--- src/rtl/fixed_point_accumulator_if.sv ---
// rtl/fixed_point_accumulator_if.sv - sample stream and shared-adder signals
// master is the accumulator side; slave is the producer/adder side.
interface fixed_point_accumulator_if;
   logic [15:0] sample_in;
   logic        sample_valid;
   logic        sample_ready;
   logic        add_enable;
   logic [15:0] add_a;
   logic [15:0] add_b;
   logic [15:0] add_sum;
   logic        add_done;

   modport master (
      input  sample_in, sample_valid, add_sum, add_done,
      output sample_ready, add_enable, add_a, add_b
   );

   modport slave (
      output sample_in, sample_valid, add_sum, add_done,
      input  sample_ready, add_enable, add_a, add_b
   );
endinterface

--- src/rtl/fixed_point_accumulator.sv ---
// rtl/fixed_point_accumulator.sv - accumulates N signed samples through an external enable/done adder
// All outputs are registered; handshake outputs are derived from the next state.
module fixed_point_accumulator #(
   parameter int N_SAMPLES = 16,
   parameter int CNT_W     = 16,
   parameter int TIMEOUT   = 15
) (
   input  logic                             clk,
   input  logic                             reset,
   input  logic                             start,
   fixed_point_accumulator_if.master        bus,
   output logic [15:0]                      acc_out,
   output logic                             acc_valid,
   output logic                             busy,
   output logic                             error
);

   typedef enum logic [2:0] {IDLE, ACCEPT, ISSUE, WAIT, DONE} state_t;

   state_t            state;
   state_t            state_nxt;
   logic [15:0]       acc;
   logic [CNT_W-1:0]  cnt;
   logic [7:0]        timer;

   logic clear;
   logic capture;
   logic load_sum;
   logic finish;
   logic abort;
   logic last_sample;
   logic timed_out;

   assign last_sample = (cnt == CNT_W'(N_SAMPLES - 1));
   // timer is 0 in the first WAIT cycle; aborting at TIMEOUT-2 makes error visible TIMEOUT cycles after add_enable
   assign timed_out   = (timer == 8'(TIMEOUT - 2));

   always_ff @(posedge clk or posedge reset) begin
      if (reset) begin
         state <= IDLE;
      end else begin
         state <= state_nxt;
      end
   end

   always_comb begin
      state_nxt = state;
      clear     = 1'b0;
      capture   = 1'b0;
      load_sum  = 1'b0;
      finish    = 1'b0;
      abort     = 1'b0;
      unique case (state)
         IDLE: begin
            if (start) begin
               clear     = 1'b1;
               state_nxt = ACCEPT;
            end
         end
         ACCEPT: begin
            if (bus.sample_valid) begin
               capture   = 1'b1;
               state_nxt = ISSUE;
            end
         end
         ISSUE: begin
            state_nxt = WAIT;
         end
         WAIT: begin
            if (bus.add_done) begin
               load_sum = 1'b1;
               if (last_sample) begin
                  finish    = 1'b1;
                  state_nxt = DONE;
               end else begin
                  state_nxt = ACCEPT;
               end
            end else if (timed_out) begin
               abort     = 1'b1;
               state_nxt = IDLE;
            end
         end
         DONE: begin
            state_nxt = IDLE;
         end
         default: begin
            state_nxt = IDLE;
         end
      endcase
   end

   always_ff @(posedge clk or posedge reset) begin
      if (reset) begin
         acc              <= '0;
         cnt              <= '0;
         timer            <= '0;
         bus.sample_ready <= 1'b0;
         bus.add_enable   <= 1'b0;
         bus.add_a        <= '0;
         bus.add_b        <= '0;
         acc_out          <= '0;
         acc_valid        <= 1'b0;
         busy             <= 1'b0;
         error            <= 1'b0;
      end else begin
         bus.sample_ready <= (state_nxt == ACCEPT);
         bus.add_enable   <= (state_nxt == ISSUE);
         busy             <= (state_nxt != IDLE);
         acc_valid        <= finish;

         if (clear) begin
            acc   <= '0;
            cnt   <= '0;
            error <= 1'b0;
         end

         if (capture) begin
            bus.add_a <= acc;
            bus.add_b <= bus.sample_in;
         end

         if (state == ISSUE) begin
            timer <= '0;
         end else if (state == WAIT) begin
            timer <= timer + 8'd1;
         end

         if (load_sum) begin
            acc <= bus.add_sum;
            if (!last_sample) begin
               cnt <= cnt + CNT_W'(1);
            end
         end

         // acc_out and acc_valid land together, one cycle after the final add_done
         if (finish) begin
            acc_out <= bus.add_sum;
         end

         if (abort) begin
            error <= 1'b1;
         end
      end
   end

endmodule

--- src/flat_wrapper.sv ---
// flat-port wrapper written by rule: the top's interface ports become plain ports
module fixed_point_accumulator_flat 
#(
   parameter int N_SAMPLES = 16,
   parameter int CNT_W     = 16,
   parameter int TIMEOUT   = 15
)
  (clk, reset, start, acc_out, acc_valid, busy, error, bus_sample_in, bus_sample_valid, bus_add_sum, bus_add_done, bus_sample_ready, bus_add_enable, bus_add_a, bus_add_b);
  fixed_point_accumulator_if bus_i ();
  input  logic clk;
  input  logic reset;
  input  logic start;
  output logic [15:0] acc_out;
  output logic acc_valid;
  output logic busy;
  output logic error;
  input wire logic [$bits(bus_i.sample_in)-1:0] bus_sample_in;
  input wire logic [$bits(bus_i.sample_valid)-1:0] bus_sample_valid;
  input wire logic [$bits(bus_i.add_sum)-1:0] bus_add_sum;
  input wire logic [$bits(bus_i.add_done)-1:0] bus_add_done;
  output wire logic [$bits(bus_i.sample_ready)-1:0] bus_sample_ready;
  output wire logic [$bits(bus_i.add_enable)-1:0] bus_add_enable;
  output wire logic [$bits(bus_i.add_a)-1:0] bus_add_a;
  output wire logic [$bits(bus_i.add_b)-1:0] bus_add_b;
  assign bus_i.sample_in = bus_sample_in;
  assign bus_i.sample_valid = bus_sample_valid;
  assign bus_i.add_sum = bus_add_sum;
  assign bus_i.add_done = bus_add_done;
  assign bus_sample_ready = bus_i.sample_ready;
  assign bus_add_enable = bus_i.add_enable;
  assign bus_add_a = bus_i.add_a;
  assign bus_add_b = bus_i.add_b;
  fixed_point_accumulator #(.N_SAMPLES(N_SAMPLES), .CNT_W(CNT_W), .TIMEOUT(TIMEOUT)) u_core (.clk(clk), .reset(reset), .start(start), .bus(bus_i), .acc_out(acc_out), .acc_valid(acc_valid), .busy(busy), .error(error));
endmodule
--- config.mk ---
export PLATFORM = sky130hd
export DESIGN_NAME = fixed_point_accumulator_flat
export DESIGN_NICKNAME = d
export VERILOG_FILES = /design/src/rtl/fixed_point_accumulator_if.sv /design/src/rtl/fixed_point_accumulator.sv /design/src/flat_wrapper.sv
export SDC_FILE = /design/constraint.sdc
export NUM_CORES = 1
export LEC_CHECK = 0
export CELL_PAD_IN_SITES_DETAIL_PLACEMENT = 1
export CELL_PAD_IN_SITES_GLOBAL_PLACEMENT = 2
export CORE_ASPECT_RATIO = 2
export CORE_MARGIN = 5
export CORE_UTILIZATION = 36
export DETAILED_ROUTE_END_ITERATION = 12
export PLACE_DENSITY = 0.89
export SLEW_MARGIN = 30
export SYNTH_ARGS = -nofsm -noshare
export SYNTH_HDL_FRONTEND = slang
export SYNTH_SLANG_ARGS = --single-unit
--- constraint.sdc ---
create_clock -name clk -period 9.8 [get_ports clk]
set_input_delay 1.96 -clock clk [delete_from_list [all_inputs] [get_ports clk]]
set_output_delay 1.96 -clock clk [all_outputs]
set_load 0.02 [all_outputs]
==> results of run 1 <==
[per-stage QoR]
step / hold WS [ns] / setup WS [ns] / cell area, um^2
floorplan: 0.461 / 5.33 / 4070
global placement: 0.478 / 5.49 / 5080
detailed placement: 0.480 / 5.41 / 5080
CTS: 0.502 / 5.76 / 5370
global route: 0.524 / 5.94 / 5380
finish: 0.498 / 6.02 / 5380
[synth_stat cells (all sizes together) (2+ instances only)]
cell type	count
a21o	4
o21ai	8
a21oi	5
clkbuf	5
mux2	48
nand2	23
nand4	3
xnor2	5
and3	4
o31ai	2
nor2	19
inv	7
nand4b	2
nand3b	2
a22o	16
nor3	11
nand3	11
nand2b	4
a31oi	6
buf	10
nor4	7
mux2i	8
dfrtp	96
ha	3
[cells by family after synthesis]
group,count (synthesis),share of synthesized area [%]
buf+inv,22,2.86
mux,56,16.2
simple gates,92,11.9
xor+xnor,5,1.08
compound gates,46,8.14
flops,96,59.0
fa+ha+maj,3,0.922
[worst max-delay path, cell delays in order]
cell and delay (ns):
clkdlybuf4s50_1 0.48, inv_1 0.09, nor2_2 0.10, buf_4 0.28
and4_2 0.67, mux2_2 0.41
[flip-flops by register name (all words and copies together) (netlist names)]
name,count
u_core.acc,16
u_core.busy,1
u_core.bus.add_a,16
u_core.acc_valid,1
u_core.timer,8
u_core.bus.add_b,16
u_core.bus.add_enable,1
u_core.cnt,16
u_core.state,3
u_core.bus.sample_ready,1
u_core.acc_out,16
u_core.error,1
[report_power, final]
| group | switching [W] | internal (W) |
|---|---|---|
| Sequential | 0.0000853 | 0.000512 |
| Clock | 0.000152 | 0.000199 |
| Combinational | 0.000258 | 0.000258 |
[cells in the final DEF, fill, tap and decap left out, types with 9 or more instances in the layout]
| cell | synthesis | layout |
|---|---|---|
| nor3_1 | 10 | 10 |
| mux2_2 | 38 | 38 |
| clkbuf_16 | 0 | 9 |
| nand2_1 | 23 | 23 |
| nor2_1 | 18 | 17 |
| dfrtp_1 | 96 | 96 |
| nand3_1 | 11 | 11 |
| mux2_4 | 10 | 10 |
| a22o_1 | 16 | 16 |
| clkdlybuf4s50_1 | 0 | 89 |
[per-layer routing]
layer  routed length, um  vias to the layer above  global-route usage [%]
met1                3730                     1508                    16.7
li1                    -                     1325                       -
met5                   0                        -                       0
met2                6670                       64                    33.0
met3                 369                       18                    3.29
met4                 214                        0                    5.98
[worst paths after layout]
path,to
setup / recovery,u_core.acc_out[11]$_DFFE_PP0P_
hold / removal,u_core.acc[10]$_DFFE_PP0P_
setup reg to reg,u_core.acc_out[11]$_DFFE_PP0P_
hold reg to reg,u_core.acc[10]$_DFFE_PP0P_
max in group asynchronous,u_core.cnt[7]$_DFF_PP0_
min in group asynchronous,u_core.acc_out[3]$_DFFE_PP0P_
[area by class of cell]
class	instances	area [um^2]
Clock buffer	10	229
Clock inverter	6	67.6
Fill cell	1143	5840
Inverter	7	28.8
Multi-Input combinational cell	202	1560
Sequential cell	96	2400
Tap cell	142	178
Timing Repair Buffer	92	917
==> results by group, run 1 <==
Die
  – Starting Density: 36.3%
  – Die width: ~85 um
  – Die Height: between 150 and 200 um
  – Die Area: 13700 um^2
  – Core area: around 11000 um^2
  – Row Count: 55
  – Ports: 90

Worst setup path
  – Critical Path End Type: flip-flop
  – Reg2reg path depth: 5
  – CP Max Fanout: 24
  – CP Launch Type: input pin
  – R2R Path Start: u_core.state[1]$_DFF_PP0_
  – Crit. Startpoint: bus_add_done
  – Worst Path Arrival: around 4.0 ns
  – Reg-to-reg slack, setup: roughly 7.4 ns
  – Kind of critical path: input pin to flip-flop
  – Critical path data required time: between 10 and 15 ns

GRT
  – Initial antenna violation count: 0
  – Aggregate global routing overflow: 0
  – Largest net degree at the start of global routing: 80
  – First-pass GRT wire length: approximately 18 mm
  – GR Util All Layers: ~17%
  – Number of global-route vias before repair: ~3300

Logic synthesis
  – Synth Net Count: 360
  – Number of synthesized flops with an enable pin: 0
  – YS warnings: 0
  – Post-synth cell types: slightly above 40
  – Area leader, netlist: dfrtp_1
  – Post-Synthesis Cells: between 300 and 400
  – Post-synth top area share: between 50% and 60%
  – Sequential fraction of the synthesis area: between 50% and 60%
  – Seq cells post-synth: 96
  – Syn Area/Cell: roughly 13 um^2
  – Top cells by area, synth: dfrtp_1 (59%), mux2_2 (11%), mux2_4 (3.7%)
  – Synth Cell Area: roughly 4100 um^2
  – Ys flop type: dfrtp_1
  – Post-synth ARST share: between 90% and 100%

CTS
  – CTS resizes: 0
  – Worst-path clk slew: ~0.070 ns
  – Max Root-Sink Buffers: 2
  – Clk Latency, worst-skew pair: ~0.34 ns
  – Post-CTS Setup Bufs: 0
  – Cts hold-fix bufs: 0
  – TritonCTS clock tree: yes
  – H-tree depth: 3
  – Clk Tree Root Cell: clkbuf_16
  – Num CTS Buffers: 9
  – Clock Sink Count: 96

Drt
  – Drc violations: 0
  – Average wire per standard cell: 19.8 um
  – Final WL: 11.0 mm
  – DR iter-0 viols: 79
  – TritonRoute pass-1 iters: 4
  – Antenna viol nets, final: 0
  – DR vias/cell: 5.25
  – Vias: just under 3000

STA
  – Final setup violation count: 0
  – Final worst path period share: ~39%
  – Setup TNS: 0 ns
  – Clk_skew: 0.00956 ns
  – Max-slew headroom: about 52%
  – Hold Fails Final Rpt: 0
  – Final min period: ~3.8 ns
  – Worst-Margin Slew: ~0.72 ns
  – Max Clk Rate: between 200 and 300 MHz
  – RSZ-0062 raised after global routing: false
  – Max Slew Vio Count: 0

Flow run
  – Max Cap Viol: 0

Power
  – Final Power: roughly 0.0015 W
  – P per Cell Area: 272 nW/um^2
  – Worst VDD drop: between 0.1 and 0.15 mV
  – P_leak: about 2.4 nW

Placed design
  – RePlAce Congestion: around 0.81
  – DP Cell Count: about 540
  – Hpwl dp: between 8 and 9 mm
  – I/O Buffers: 89

Cells and area
  – Ratio of cells with drive above 1 in the final layout: between 10% and 20%
  – P&R area growth vs syn: 32.1%
  – Filler-free cell count of the finished design: roughly 560
  – Final core occ: between 40% and 50%
  – Antenna Cells: 0
  – Final #Nets: 448

Worst hold path
  – Hold path cells: 1
  – Hold path start: u_core.acc[10]$_DFFE_PP0P_
  – Hold crit path type: flip-flop to flip-flop

Run status
  – Status: finished, final reports clean
No activity file was read; power rests on OpenSTA's default activity.
==> run 2, diff against run 1 <==
--- a/config.mk
+++ b/config.mk
@@ -9,9 +9,9 @@
 export CELL_PAD_IN_SITES_GLOBAL_PLACEMENT = 2
 export CORE_ASPECT_RATIO = 2
 export CORE_MARGIN = 5
-export CORE_UTILIZATION = 36
+export CORE_UTILIZATION = 33
 export DETAILED_ROUTE_END_ITERATION = 12
-export PLACE_DENSITY = 0.89
+export PLACE_DENSITY = 0.83
 export SLEW_MARGIN = 30
 export SYNTH_ARGS = -nofsm -noshare
 export SYNTH_HDL_FRONTEND = slang
==> constraint.sdc (replaced) <==
create_clock -name clk -period 3.6 [get_ports clk]
set_input_delay 0.72 -clock clk [delete_from_list [all_inputs] [get_ports clk]]
set_output_delay 0.72 -clock clk [all_outputs]
set_load 0.02 [all_outputs]
==> run 2 against run 1 <==
Net effect:
- critical path depth did not move
- wire length shrank 3.3%
- largest cell class unchanged
- combinational power rose to 2.8 times the previous value
- critical path type unchanged
- critical endpoint is now u_core.cnt[15]$_DFF_PP0_
==> results by group, run 2 (synthesis results as in run 1) <==
Cells and area
  – Ratio of cells with drive above 1 in the final layout: 17.8% (was 17.9%)
  – Antenna Cells: 0 (unchanged)
  – Most common cell after layout, fill and taps aside: dfrtp_1 (unchanged)
  – Most frequent cells in the layout: dfrtp_1 (96), clkdlybuf4s50_1 (89), mux2_2 (38) (unchanged)
  – Post-route cell area: 5390 um^2 (was 5380 um^2)
  – P&R area growth vs syn: 32.3% (was 32.1%)
  – Final #Nets: 451 (was 448)
  – Filler-free cell count of the finished design: 563 (was 555)

CTS
  – CTS resizes: 0 (unchanged)
  – Clk Latency, worst-skew pair: 0.34 ns (about the same)
  – Max Root-Sink Buffers: 2 (unchanged)
  – Clock Sink Count: 96 (unchanged)
  – Num CTS Buffers: 9 (unchanged)
  – H-tree depth: 3 (unchanged)
  – Clk Tree Root Cell: clkbuf_16 (unchanged)
  – TritonCTS clock tree: yes (unchanged)
  – Cts hold-fix bufs: 0 (unchanged)
  – Worst-path clk slew: 0.07 ns (about the same)
  – Post-CTS Setup Bufs: 0 (unchanged)

STA
  – Worst hold slack: 0.500 ns (was 0.498 ns)
  – Worst-Margin Slew: 0.735 ns (was 0.721 ns)
  – Max Slew Vio Count: 0 (unchanged)
  – Final worst path period share: approximately three fifths
  – Final min period: 2.20 ns
  – Setup TNS: 0 ns (unchanged)
  – Clk_skew: 0.00996 ns (was 0.00956 ns)
  – Hold Fails Final Rpt: 0 (unchanged)
  – Final Worst Setup Slack: 1.40 ns (was 6.02 ns)
  – Final setup violation count: 0 (unchanged)
  – Max Clk Rate: about 450 MHz
  – Max-slew headroom: 51.0% (was 52.0%)
  – RSZ-0062 raised after global routing: false (unchanged)

Worst hold path
  – Hold crit path type: flip-flop to flip-flop (unchanged)

Worst setup path
  – Critical path data required time: 3.82 ns (was 10.02 ns)
  – Crit. Startpoint: bus_add_done (unchanged)
  – CP Max Fanout: 12 (was 24)
  – Critical Path End Type: flip-flop (unchanged)
  – Reg2reg path depth: 5 (unchanged)
  – CP Launch Type: input pin (unchanged)
  – Worst Path Arrival: 2.42 ns (was 4.00 ns)
  – Setup crit end: u_core.cnt[15]$_DFF_PP0_ (was u_core.acc_out[11]$_DFFE_PP0P_)
  – R2R Path Start: u_core.cnt[4]$_DFF_PP0_ (was u_core.state[1]$_DFF_PP0_)
  – Kind of critical path: input pin to flip-flop (unchanged)
  – Reg-to-reg slack, setup: 1.57 ns (was 7.35 ns)
  – Reg2reg end: u_core.acc_out[14]$_DFFE_PP0P_ (was u_core.acc_out[11]$_DFFE_PP0P_)

GRT
  – Largest net degree at the start of global routing: 58 (was 80)
  – Initial antenna violation count: 0 (unchanged)
  – GR Util All Layers: 15.3% (was 16.8%)
  – Aggregate global routing overflow: 0 (unchanged)
  – Number of global-route vias before repair: 3151 (was 3268)
  – First-pass GRT wire length: 17.4 mm (was 17.9 mm)

Drt
  – Antenna viol nets, final: 0 (unchanged)
  – Average wire per standard cell: 18.9 um (was 19.8 um)
  – DR vias/cell: 5.18 (was 5.25)
  – TritonRoute pass-1 iters: 4 (unchanged)
  – Drc violations: 0 (unchanged)
  – Vias: 2918 (was 2915)
  – Final WL: 10.6 mm (was 11.0 mm)
  – DR iter-0 viols: 82 (was 79)

Die
  – Die width: 88.6 um (was 85.2 um)
  – Ports: 90 (unchanged)
  – Die Height: 167 um (was 160 um)
  – Row Count: 57 (was 55)
  – Die Area: 14800 um^2 (was 13700 um^2)
  – Starting Density: 33.6% (was 36.3%)
  – Core area: 12100 um^2 (was 11200 um^2)

Power
  – P per Cell Area: 728 nW/um^2 (was 272 nW/um^2)
  – Worst VDD drop: 0.312 mV (was 0.104 mV)
  – P_leak: 2.41 nW (was 2.40 nW)

Placed design
  – Place WS: 1.05 ns (was 5.41 ns)
  – DP Cell Count: 547 (was 539)
  – Area post-placement: 5120 um^2 (was 5080 um^2)
  – I/O Buffers: 89 (unchanged)
  – Hpwl dp: 7.75 mm (was 8.17 mm)
  – RePlAce Congestion: 0.788 (was 0.806)

Run status
  – Status: finished, final reports clean (unchanged)

Flow run
  – Max Cap Viol: 0 (unchanged)
==> run 2: worst min-delay path by stage <==
stage | slack, ns | depth (start not counted) | startpoint | end
floorplan | 0.46 | 1 | u_core.acc[0]$_DFFE_PP0P_ | u_core.acc[0]$_DFFE_PP0P_
global placement | 0.48 | 1 | u_core.acc[12]$_DFFE_PP0P_ | u_core.acc[12]$_DFFE_PP0P_
detailed placement | 0.48 | 1 | u_core.acc[1]$_DFFE_PP0P_ | u_core.acc[1]$_DFFE_PP0P_
CTS | 0.50 | 1 | u_core.acc[1]$_DFFE_PP0P_ | u_core.acc[1]$_DFFE_PP0P_
global route | 0.51 | 1 | u_core.acc[13]$_DFFE_PP0P_ | u_core.acc[13]$_DFFE_PP0P_
finish | 0.50 | 1 | u_core.acc[7]$_DFFE_PP0P_ | u_core.acc[7]$_DFFE_PP0P_
==> run 2: critical path: stages <==
cell,delay (ns)
clkdlybuf4s50_1,0.48
nand4b_1,0.11
buf_4,0.21
nor4_2,0.53
a31oi_1,0.15
a41o_1,0.22
==> run 2: layer usage <==
layer	vias up	wire, um	track usage, %	share of wire [%]
met4	0	290	6.45	2.7
met3	16	434	3.05	4.1
met1	1503	3850	16.6	36
met5	-	0	0	0
met2	63	6050	27.9	57
li1	1336	-	-	-
==> run 2: per-stage QoR <==
step	power, W	utilization (%)
2_1_floorplan	0.00242	-
3_3_place_gp	0.00301	42.2
3_5_place_dp	0.00308	42.2
4_1_cts	0.00399	44.4
5_1_grt	0.00416	44.4
6_report	0.00392	44.4
==> run 2: area by class of cell <==
cell class	instances	area (um^2)
Tap cell	147	184
Clock buffer	11	233
Sequential cell	96	2400
Fill cell	1293	6740
Multi-Input combinational cell	202	1550
Timing Repair Buffer	95	948
Inverter	7	28.8
Clock inverter	5	38.8
==> run 2: where the power goes <==
part	switching (W)	internal, W
sequential	0.000212	0.00139
combinational	0.000713	0.000711
clock	0.000418	0.000474
total	0.00134	0.00258
==> run 3, diff against run 2 <==
--- a/config.mk
+++ b/config.mk
@@ -9,9 +9,9 @@
 export CELL_PAD_IN_SITES_GLOBAL_PLACEMENT = 2
 export CORE_ASPECT_RATIO = 2
 export CORE_MARGIN = 5
-export CORE_UTILIZATION = 33
+export CORE_UTILIZATION = 30
 export DETAILED_ROUTE_END_ITERATION = 12
-export PLACE_DENSITY = 0.83
+export PLACE_DENSITY = 0.79
 export SLEW_MARGIN = 30
 export SYNTH_ARGS = -nofsm -noshare
 export SYNTH_HDL_FRONTEND = slang
==> constraint.sdc (replaced) <==
create_clock -name clk -period 1.95 [get_ports clk]
set_input_delay 0.39 -clock clk [delete_from_list [all_inputs] [get_ports clk]]
set_output_delay 0.39 -clock clk [all_outputs]
set_load 0.02 [all_outputs]
==> run 3 against run 2 <==
Net effect:
- final cell count rose by 4.4%
- non-clock buffer count rose by 18
- count of clock-buffer cells in the layout fell by 2
- clock power rose by 130%
- sequential share of layout area fell by 2.2 points
- critical path depth fell by 1
- first-iteration DRC count rose by 1.2%
==> results by group, run 3 (synthesis results as in run 1) <==
Run status
  – Status: finished, final reports clean (unchanged)

Cells and area
  – P&R area growth vs syn: 39.2% (was 32.3%)
  – Ratio of cells with drive above 1 in the final layout: 22.4% (was 17.8%)
  – Filler-free cell count of the finished design: 588 (was 563)
  – Filler cell count: 1430 (was 1293)
  – Sequential cell area: 2400 um^2 (unchanged)
  – Antenna Cells: 0 (unchanged)
  – Multi-input logic area: 1570 um^2 (was 1550 um^2)
  – Most frequent cells in the layout: dfrtp_1 (96), clkdlybuf4s50_1 (89), mux2_2 (38) (unchanged)
  – Most common cell after layout, fill and taps aside: dfrtp_1 (unchanged)
  – Final #Nets: 469 (was 451)

Worst setup path
  – R2R Path Start: u_core.cnt[6]$_DFF_PP0_ (was u_core.cnt[4]$_DFF_PP0_)
  – Kind of critical path: flip-flop to flip-flop (was input pin to flip-flop)
  – Reg2reg end: u_core.acc_out[4]$_DFFE_PP0P_ (was u_core.acc_out[14]$_DFFE_PP0P_)
  – Reg2reg path depth: 5 (unchanged)
  – CP Max Fanout: 8 (was 12)
  – Worst Path Arrival: 2.16 ns (was 2.42 ns)
  – CP Launch Type: flip-flop (was input pin)
  – Reg-to-reg slack, setup: 0.02 ns (was 1.57 ns)
  – Critical path data required time: 2.18 ns (was 3.82 ns)
  – Critical Path End Type: flip-flop (unchanged)

STA
  – Max Clk Rate: 519 MHz
  – Hold Fails Final Rpt: 0 (unchanged)
  – Clk_skew: 0.00854 ns (was 0.00996 ns)
  – Max Slew Vio Count: 0 (unchanged)
  – Final setup violation count: 0 (unchanged)
  – Final Worst Setup Slack: 0.0220 ns (was 1.40 ns)
  – Final min period: around 1.9 ns
  – Worst-Margin Slew: 0.696 ns (was 0.735 ns)
  – Final worst path period share: 98.9%
  – Worst hold slack: 0.506 ns (was 0.500 ns)
  – RSZ-0062 raised after global routing: false (unchanged)
  – Max-slew headroom: 53.5% (was 51.0%)

Placed design
  – I/O Buffers: 89 (unchanged)
  – RePlAce Congestion: 0.812 (was 0.788)
  – DP Cell Count: 572 (was 547)
  – Hpwl dp: 7.89 mm (was 7.75 mm)
  – Place WS: -0.0816 ns (was 1.05 ns)

Die
  – Starting Density: 30.5% (was 33.6%)
  – Die width: 92.4 um (was 88.6 um)
  – Row Count: 60 (was 57)
  – Die Area: 16100 um^2 (was 14800 um^2)
  – Die Height: 175 um (was 167 um)
  – Core area: 13400 um^2 (was 12100 um^2)
  – Ports: 90 (unchanged)

CTS
  – Num CTS Buffers: 9 (unchanged)
  – Worst-path clk slew: 0.07 ns (about the same)
  – Clk Latency, worst-skew pair: 0.34 ns (about the same)
  – Clock Sink Count: 96 (unchanged)
  – H-tree depth: 3 (unchanged)
  – Max Root-Sink Buffers: 2 (unchanged)
  – TritonCTS clock tree: yes (unchanged)
  – Clk Tree Root Cell: clkbuf_16 (unchanged)
  – Cts hold-fix bufs: 0 (unchanged)

GRT
  – Largest net degree at the start of global routing: 97 (was 58)
  – Number of global-route vias before repair: 3264 (was 3151)
  – Initial antenna violation count: 0 (unchanged)
  – First-pass GRT wire length: 17.1 mm (was 17.4 mm)
  – Aggregate global routing overflow: 0 (unchanged)
  – GR Util All Layers: 13.6% (was 15.3%)

Power
  – P_leak: 2.54 nW (was 2.41 nW)
  – Worst VDD drop: 0.435 mV (was 0.312 mV)
  – P per Cell Area: 1360 nW/um^2 (was 728 nW/um^2)

Drt
  – Antenna viol nets, final: 0 (unchanged)
  – TritonRoute pass-1 iters: 4 (unchanged)
  – Drc violations: 0 (unchanged)
  – Vias: 2934 (was 2918)
  – DR vias/cell: 4.99 (was 5.18)
  – Average wire per standard cell: 18.4 um (was 18.9 um)
  – DR iter-0 viols: 83 (was 82)
  – Final WL: 10.8 mm (was 10.6 mm)

Worst hold path
  – Hold path start: u_core.acc[1]$_DFFE_PP0P_ (was u_core.acc[7]$_DFFE_PP0P_)
  – Hold crit path type: flip-flop to flip-flop (unchanged)
  – Hold path cells: 1 (unchanged)
  – Worst hold endpoint: u_core.acc[1]$_DFFE_PP0P_ (was u_core.acc[7]$_DFFE_PP0P_)

Flow run
  – Max Cap Viol: 0 (unchanged)
-- run 3: how the worst max path moves through the flow --
stage | start | to | slack, ns
floorplan | u_core.cnt[4]$_DFF_PP0_ | u_core.acc_out[0]$_DFFE_PP0P_ | 0.15
global placement | start | u_core.acc[11]$_DFFE_PP0P_ | -0.22
detailed placement | bus_add_done | u_core.acc_out[12]$_DFFE_PP0P_ | -0.08
CTS | u_core.cnt[4]$_DFF_PP0_ | u_core.acc_out[9]$_DFFE_PP0P_ | 0.03
global route | u_core.cnt[4]$_DFF_PP0_ | u_core.acc_out[4]$_DFFE_PP0P_ | 0.005
finish | u_core.cnt[6]$_DFF_PP0_ | u_core.acc_out[4]$_DFFE_PP0P_ | 0.02
-- run 3: final cells by class --
type                       count  area share [%]
timing repair buffer         113            19.9
multi-input combinational    202            27.8
clock buffer                   9            3.97
tap                          155            3.42
clock inverter                 6            2.05
inverter                       7           0.530
sequential                    96            42.4
-- run 3: power by group --
group	total, W	leakage [nW]	internal [W]	switching, W
Combinational	0.00272	1.13	0.00140	0.00132
Sequential	0.00298	1.25	0.00257	0.000404
Clock	0.00202	0.166	0.00126	0.000767
Total	0.00772	2.54	0.00522	0.00249
-- run 3: per-layer routing --
metal	global-route usage [%]	part of all wire (%)
met1	14.0	38
met2	26.0	56
met3	2.93	3.4
met4	5.27	1.6
met5	0	0
-- run 3: what timing repair did --
| item | 4_1_cts | 5_1_grt |
|---|---|---|
| resized for setup | 0 | 4 |
| setup buffers | 0 | 0 |
| endpoints found under the hold margin | 0 | 0 |
| endpoints found under the setup margin | 0 | 6 |
-- run 3: per-stage QoR --
step           setup TNS [ns]  utilization [%]  power [W]  instance area, um^2
6_report                    0             42.4    0.00772                 5670
2_1_floorplan               0                -    0.00447                 4080
3_3_place_gp            -3.67             39.5    0.00565                 5280
5_1_grt                     0             42.4    0.00815                 5670
4_1_cts                     0             42.1    0.00784                 5630
3_5_place_dp            -1.11             39.6    0.00578                 5290
-- run 3: critical path, stage by stage, from the launching register on --
cell and delay, ns:
dfrtp_1 0.39, or3_4 0.39, nor4_4 0.24, and4_4 0.31, clkbuf_16 0.18, mux2_4 0.30
